### src/rtl/gmii_tx_framer.sv
// GMII transmit frame source: preamble/SFD insertion, payload streaming,
// underrun signalling as a GMII error byte, and minimum inter-packet gap.
module gmii_tx_framer #(
    parameter int unsigned PREAMBLE_LEN = 7,
    parameter int unsigned MIN_IPG      = 12
) (
    input  logic        GTX_CLK,
    input  logic        mr_main_reset,
    input  logic        xmit,
    input  logic        s_valid,
    input  logic [7:0]  s_data,
    input  logic        s_last,
    input  logic        s_error,
    output logic        s_ready,
    output logic [7:0]  TXD,
    output logic        TX_EN,
    output logic        TX_ER,
    output logic        busy,
    output logic        frame_done,
    output logic        underrun,
    output logic [15:0] frames_sent
);

    typedef enum logic [2:0] {
        ST_IDLE,
        ST_PRE,
        ST_SFD,
        ST_DATA,
        ST_ERR,
        ST_IPG
    } state_t;

    localparam logic [7:0] PRE_LAST = 8'(PREAMBLE_LEN - 1);
    localparam logic [7:0] IPG_LAST = 8'(MIN_IPG - 1);

    state_t      state_q, state_d;
    logic [7:0]  cnt_q, cnt_d;
    logic        last_q, last_d;
    logic [7:0]  txd_q, txd_d;
    logic        tx_en_q, tx_en_d;
    logic        tx_er_q, tx_er_d;
    logic        frame_done_q, frame_done_d;
    logic        underrun_q, underrun_d;
    logic [15:0] frames_sent_q, frames_sent_d;
    logic        start;

    always_comb begin
        state_d       = state_q;
        cnt_d         = cnt_q;
        last_d        = last_q;
        frames_sent_d = frames_sent_q;
        frame_done_d  = 1'b0;
        underrun_d    = 1'b0;
        txd_d         = '0;
        tx_en_d       = 1'b0;
        tx_er_d       = 1'b0;
        start         = xmit && s_valid;
        s_ready       = (state_q == ST_SFD) || ((state_q == ST_DATA) && !last_q);

        case (state_q)
            ST_IDLE: begin
                if (start) begin
                    state_d = ST_PRE;
                    cnt_d   = '0;
                end
            end
            ST_PRE: begin
                if (cnt_q == PRE_LAST) begin
                    state_d = ST_SFD;
                    cnt_d   = '0;
                end else begin
                    cnt_d = cnt_q + 8'd1;
                end
            end
            ST_SFD, ST_DATA: begin
                if (s_ready) begin
                    if (s_valid) begin
                        state_d = ST_DATA;
                        last_d  = s_last;
                    end else begin
                        state_d = ST_ERR;
                    end
                end else begin
                    // Final byte is on the wire this cycle; the gap starts next.
                    state_d       = ST_IPG;
                    cnt_d         = '0;
                    last_d        = 1'b0;
                    frame_done_d  = 1'b1;
                    frames_sent_d = frames_sent_q + 16'd1;
                end
            end
            ST_ERR: begin
                state_d = ST_IPG;
                cnt_d   = '0;
                last_d  = 1'b0;
            end
            ST_IPG: begin
                if (cnt_q == IPG_LAST) begin
                    state_d = start ? ST_PRE : ST_IDLE;
                    cnt_d   = '0;
                end else begin
                    cnt_d = cnt_q + 8'd1;
                end
            end
            default: begin
                state_d = ST_IDLE;
                cnt_d   = '0;
                last_d  = 1'b0;
            end
        endcase

        // Wire content is registered from the state being entered.
        case (state_d)
            ST_PRE: begin
                txd_d   = 8'h55;
                tx_en_d = 1'b1;
            end
            ST_SFD: begin
                txd_d   = 8'hD5;
                tx_en_d = 1'b1;
            end
            ST_DATA: begin
                txd_d   = s_data;
                tx_en_d = 1'b1;
                tx_er_d = s_error;
            end
            ST_ERR: begin
                txd_d      = 8'hFF;
                tx_en_d    = 1'b1;
                tx_er_d    = 1'b1;
                underrun_d = 1'b1;
            end
            default: begin
                txd_d   = '0;
                tx_en_d = 1'b0;
                tx_er_d = 1'b0;
            end
        endcase
    end

    always_ff @(posedge GTX_CLK or posedge mr_main_reset) begin
        if (mr_main_reset) begin
            state_q       <= ST_IDLE;
            cnt_q         <= '0;
            last_q        <= 1'b0;
            txd_q         <= '0;
            tx_en_q       <= 1'b0;
            tx_er_q       <= 1'b0;
            frame_done_q  <= 1'b0;
            underrun_q    <= 1'b0;
            frames_sent_q <= '0;
        end else begin
            state_q       <= state_d;
            cnt_q         <= cnt_d;
            last_q        <= last_d;
            txd_q         <= txd_d;
            tx_en_q       <= tx_en_d;
            tx_er_q       <= tx_er_d;
            frame_done_q  <= frame_done_d;
            underrun_q    <= underrun_d;
            frames_sent_q <= frames_sent_d;
        end
    end

    assign TXD         = txd_q;
    assign TX_EN       = tx_en_q;
    assign TX_ER       = tx_er_q;
    assign busy        = (state_q != ST_IDLE);
    assign frame_done  = frame_done_q;
    assign underrun    = underrun_q;
    assign frames_sent = frames_sent_q;

endmodule

### config.mk
export PLATFORM = sky130hd
export DESIGN_NAME = gmii_tx_framer
export DESIGN_NICKNAME = d
export VERILOG_FILES = /design/src/rtl/gmii_tx_framer.sv
export SDC_FILE = /design/constraint.sdc
export NUM_CORES = 1
export LEC_CHECK = 0
export BUFFER_PORTS_ARGS = -buffer_cell sky130_fd_sc_hd__buf_2
export CAP_MARGIN = 40
export CORE_MARGIN = 2
export CORE_UTILIZATION = 35
export CTS_BUF_LIST = sky130_fd_sc_hd__clkbuf_16
export CTS_CLUSTER_SIZE = 12
export DETAILED_ROUTE_END_ITERATION = 12
export GPL_ROUTABILITY_DRIVEN = 0
export GPL_TIMING_DRIVEN = 0
export HOLD_SLACK_MARGIN = 0.03
export PLACE_DENSITY = 0.54
export RECOVER_POWER = 25
export SYNTH_ARGS = -nofsm -noshare
export SYNTH_HDL_FRONTEND = slang
export SYNTH_SLANG_ARGS = --single-unit
export TNS_END_PERCENT = 50
### constraint.sdc
create_clock -name GTX_CLK -period 2.2 [get_ports GTX_CLK]
set_input_delay 0.11 -clock GTX_CLK [delete_from_list [all_inputs] [get_ports GTX_CLK]]
set_output_delay 0.11 -clock GTX_CLK [all_outputs]
set_load 0.02 [all_outputs]
==> flow_summary.json <==
{
  "status": "finished clean",
  "crit_slowest_cell": "or4bb_1",
  "h-tree-depth": 2,
  "leakagePower_uw": 0.001188,
  "timing.rr.end": "cnt_q[3]",
  "synth.area.top_cells": "dfrtp_1 (52%), xnor2_1 (4.5%), nand2_1 (4.1%), a21oi_1 (2.8%), inv_1 (2.3%)",
  "grt_max_degree": 31,
  "worst_slack_ns": 0.2864,
  "place_inst": 302,
  "fin_crit_sh": 0.8698,
  "hold_path_class": "primary input to flop",
  "core_um2": 5439,
  "critical_path_buf_inv_count": 1,
  "die_width_um": 78.39,
  "final_common_cell": "buf_2",
  "max_freq_ghz": 0.5226,
  "ff2ff_setup_slack_ns": 0.29,
  "tns_ns": 0,
  "wirelength_um": 3957,
  "whs_endpoint": "TXD[5]",
  "finClkSkew_ns": 0.006822,
  "synth-compound-area-share": 0.1169,
  "hpwl_um": 2858,
  "end_kind": "flop",
  "tritoncts": "done",
  "worstPathArrival_ns": 2.07,
  "cts_resized": 0,
  "ys_types": 45,
  "power_density_nw_per_um2": 1065,
  "synth_fa_ha_area_frac": 0.01938,
  "required_ns": 2.35,
  "dieArea_um2": 6145,
  "wl_met2_um": 1753,
  "clk_latency_ns": 0.28,
  "worst_r2r_path_depth": 6,
  "finalMaxSlewViolations": 0,
  "synth_top_family_by_area": "simple AND/OR/NAND/NOR gates",
  "dr.max_layer_used": "met4",
  "syn2layout_area_growth_pct": 23.97,
  "vias": 1513,
  "start_util": 0.3561,
  "drtPass1Iterations": 4,
  "ant_nets": 0,
  "cts_hold_buffers": 1,
  "startpoint_type": "flop",
  "grt_pass1_vias": 1362,
  "holdPathStages": 3,
  "avgSynthCellArea_um2": 10.41,
  "syn_area_um2": 1937,
  "wire_per_inst_um": 12.72,
  "synth-xor-area-share": 0.06783,
  "cap_violations": 0,
  "syn_nets": 203,
  "grt_first_pass_wirelength_um": 6782,
  "period_needed_ns": 1.914,
  "io_pins": 44,
  "finalNetCount": 255,
  "hold_viol": 0,
  "synth_top_area_frac": 0.5168,
  "met3_length_um": 182,
  "grt_remaining_overflow": 0,
  "relSlewSlack": 0.5008,
  "cts_sinks": 40,
  "drcViolationCount": 0,
  "final_cell_mix": "buf_2 (46), dfrtp_1 (40), nand2_1 (21)",
  "cp_cell_sequence": "inv_1 -> ha_1 -> or4bb_1 -> a21oi_2 -> a2bb2oi_2 -> a21oi_1",
  "crit_fanout": 5,
  "regToRegStartpoint": "cnt_q[0]",
  "drtIter0Drc": 60,
  "diodes": 0,
  "cts-root-buf": "clkbuf_16",
  "drive_above_1_share": 0.2929,
  "design_area_um2": 2401,
  "slowest_delay_ns": 0.51,
  "rsz0062_at_grt": "no",
  "numPortBuffers": 43,
  "min_from": "s_data[5]",
  "synthMuxAreaShare": 0,
  "ys_ff_latch": 40,
  "ir_drop_mv": 0.3750,
  "met1_length_um": 1965,
  "pre_cts_ws_ns": 0.2769,
  "stdcell_count": 311,
  "vias_per_cell": 4.865,
  "fillers": 551,
  "worstMarginPinSlew_ns": 0.7488,
  "synthCells": 186,
  "setup_viol_count_final": 0,
  "ys_seq_area_frac": 0.5168,
  "grt_usage": 0.1419,
  "row_count": 27,
  "clockBufferDepth": 2,
  "yosys.area_share.simple": 0.2345,
  "yosysWarnings": 0,
  "yosysTopAreaCell": "dfrtp_1",
  "cts_inserted_buffers": 5,
  "placed_area_um2": 2262,
  "postCtsSetupRepairBufs": 0,
  "crit_type": "flop to flop",
  "antenna_found_initial": 0,
  "crit_family": "compound AO/OA/AOI/OAI gates",
  "die_y_um": 78.39,
  "clk_pin_slew_ns": 0.06
}
==> cell families after synthesis <==
group                      Yosys count
xor gates and xnor gates            15
buffers and inverters               18
and+or+nand+nor                     77
adders and majority gates            3
AOI/OAI and AO/OA                   33
DFF                                 40
==> cell usage after synthesis (all sizes together) <==
cell type / n
or4: 4
or2b: 1
xor2: 5
xnor2: 10
and4: 1
nor2b: 2
o221ai: 1
o21ai: 5
nor2: 10
a21o: 1
nor3: 6
a31oi: 1
nand4b: 2
nand3b: 1
nand4: 3
ha: 3
o22a: 2
or2: 2
or4bb: 1
o31ai: 4
dfrtp: 40
or3: 5
o22ai: 2
inv: 12
a21oi: 13
buf: 5
nor3b: 1
and3b: 2
a2bb2oi: 2
nand2: 21
nand3: 8
nor4b: 1
and3: 1
nand2b: 2
o211ai: 1
nor4: 3
clkbuf: 1
a31o: 1
==> power by group <==
part	leakage, µW	switching, µW	total [µW]	internal, µW
Clock	0.0000736	290	708	417
Sequential	0.000530	91.5	969	878
Combinational	0.000585	541	880	340
Total	0.00119	922	2560	1640
==> worst max path at each step <==
stage	startpoint	to	slack, ns	cells after the start
global placement	cnt_q[0]	cnt_q[3]	0.28	6
floorplan	cnt_q[0]	cnt_q[6]	0.49	6
CTS	cnt_q[0]	cnt_q[3]	0.26	6
detailed placement	cnt_q[0]	cnt_q[3]	0.28	6
global route	cnt_q[0]	cnt_q[3]	0.18	6
finish	cnt_q[0]	cnt_q[3]	0.29	6
==> flip-flops by register name, summed over array words and instances (netlist names) <==
signal and cells:
frames_sent 16, TXD 8, cnt_q 8, state_q 3
TX_EN 1, TX_ER 1, frame_done 1, last_q 1
underrun 1
==> metal layers <==
layer | global-route usage | vias to the layer above
met2 | 0.1983 | 30
met4 | 0.05614 | 0
met5 | 0 | -
met3 | 0.04713 | 6
met1 | 0.2021 | 723
li1 | - | 754
==> worst reg2reg max path, delay by kind of cell, from the launching register on <==
family	cells	cell delay [ns]
buffers and inverters	1	0.07
adders and majority gates	1	0.13
and+or+nand+nor	1	0.51
DFF	1	0.42
AOI/OAI and AO/OA	3	0.66
==> per-stage QoR <==
step	total power [µW]	hold WS (ns)	util
after floorplan	1624	0.2371	-
after global placement	1856	0.3438	0.4122
after detailed placement	1873	0.06814	0.4159
after CTS	2594	0.05925	0.4442
after global routing	2748	0.05338	0.4415
final	2557	0.06150	0.4415
==> area by class of cell <==
class | count | area (µm²) | share of cell area
Clock inverter | 3 | 18.77 | 0.007817
Multi-Input combinational cell | 128 | 849.6 | 0.3538
Timing Repair Buffer | 45 | 230.2 | 0.09588
Inverter | 12 | 45.04 | 0.01876
Clock buffer | 5 | 125.1 | 0.05211
Buffer | 6 | 41.29 | 0.01720
Sequential cell | 40 | 1001 | 0.4169
Tap cell | 72 | 90.09 | 0.03752
(Power assumes the default switching activity.)
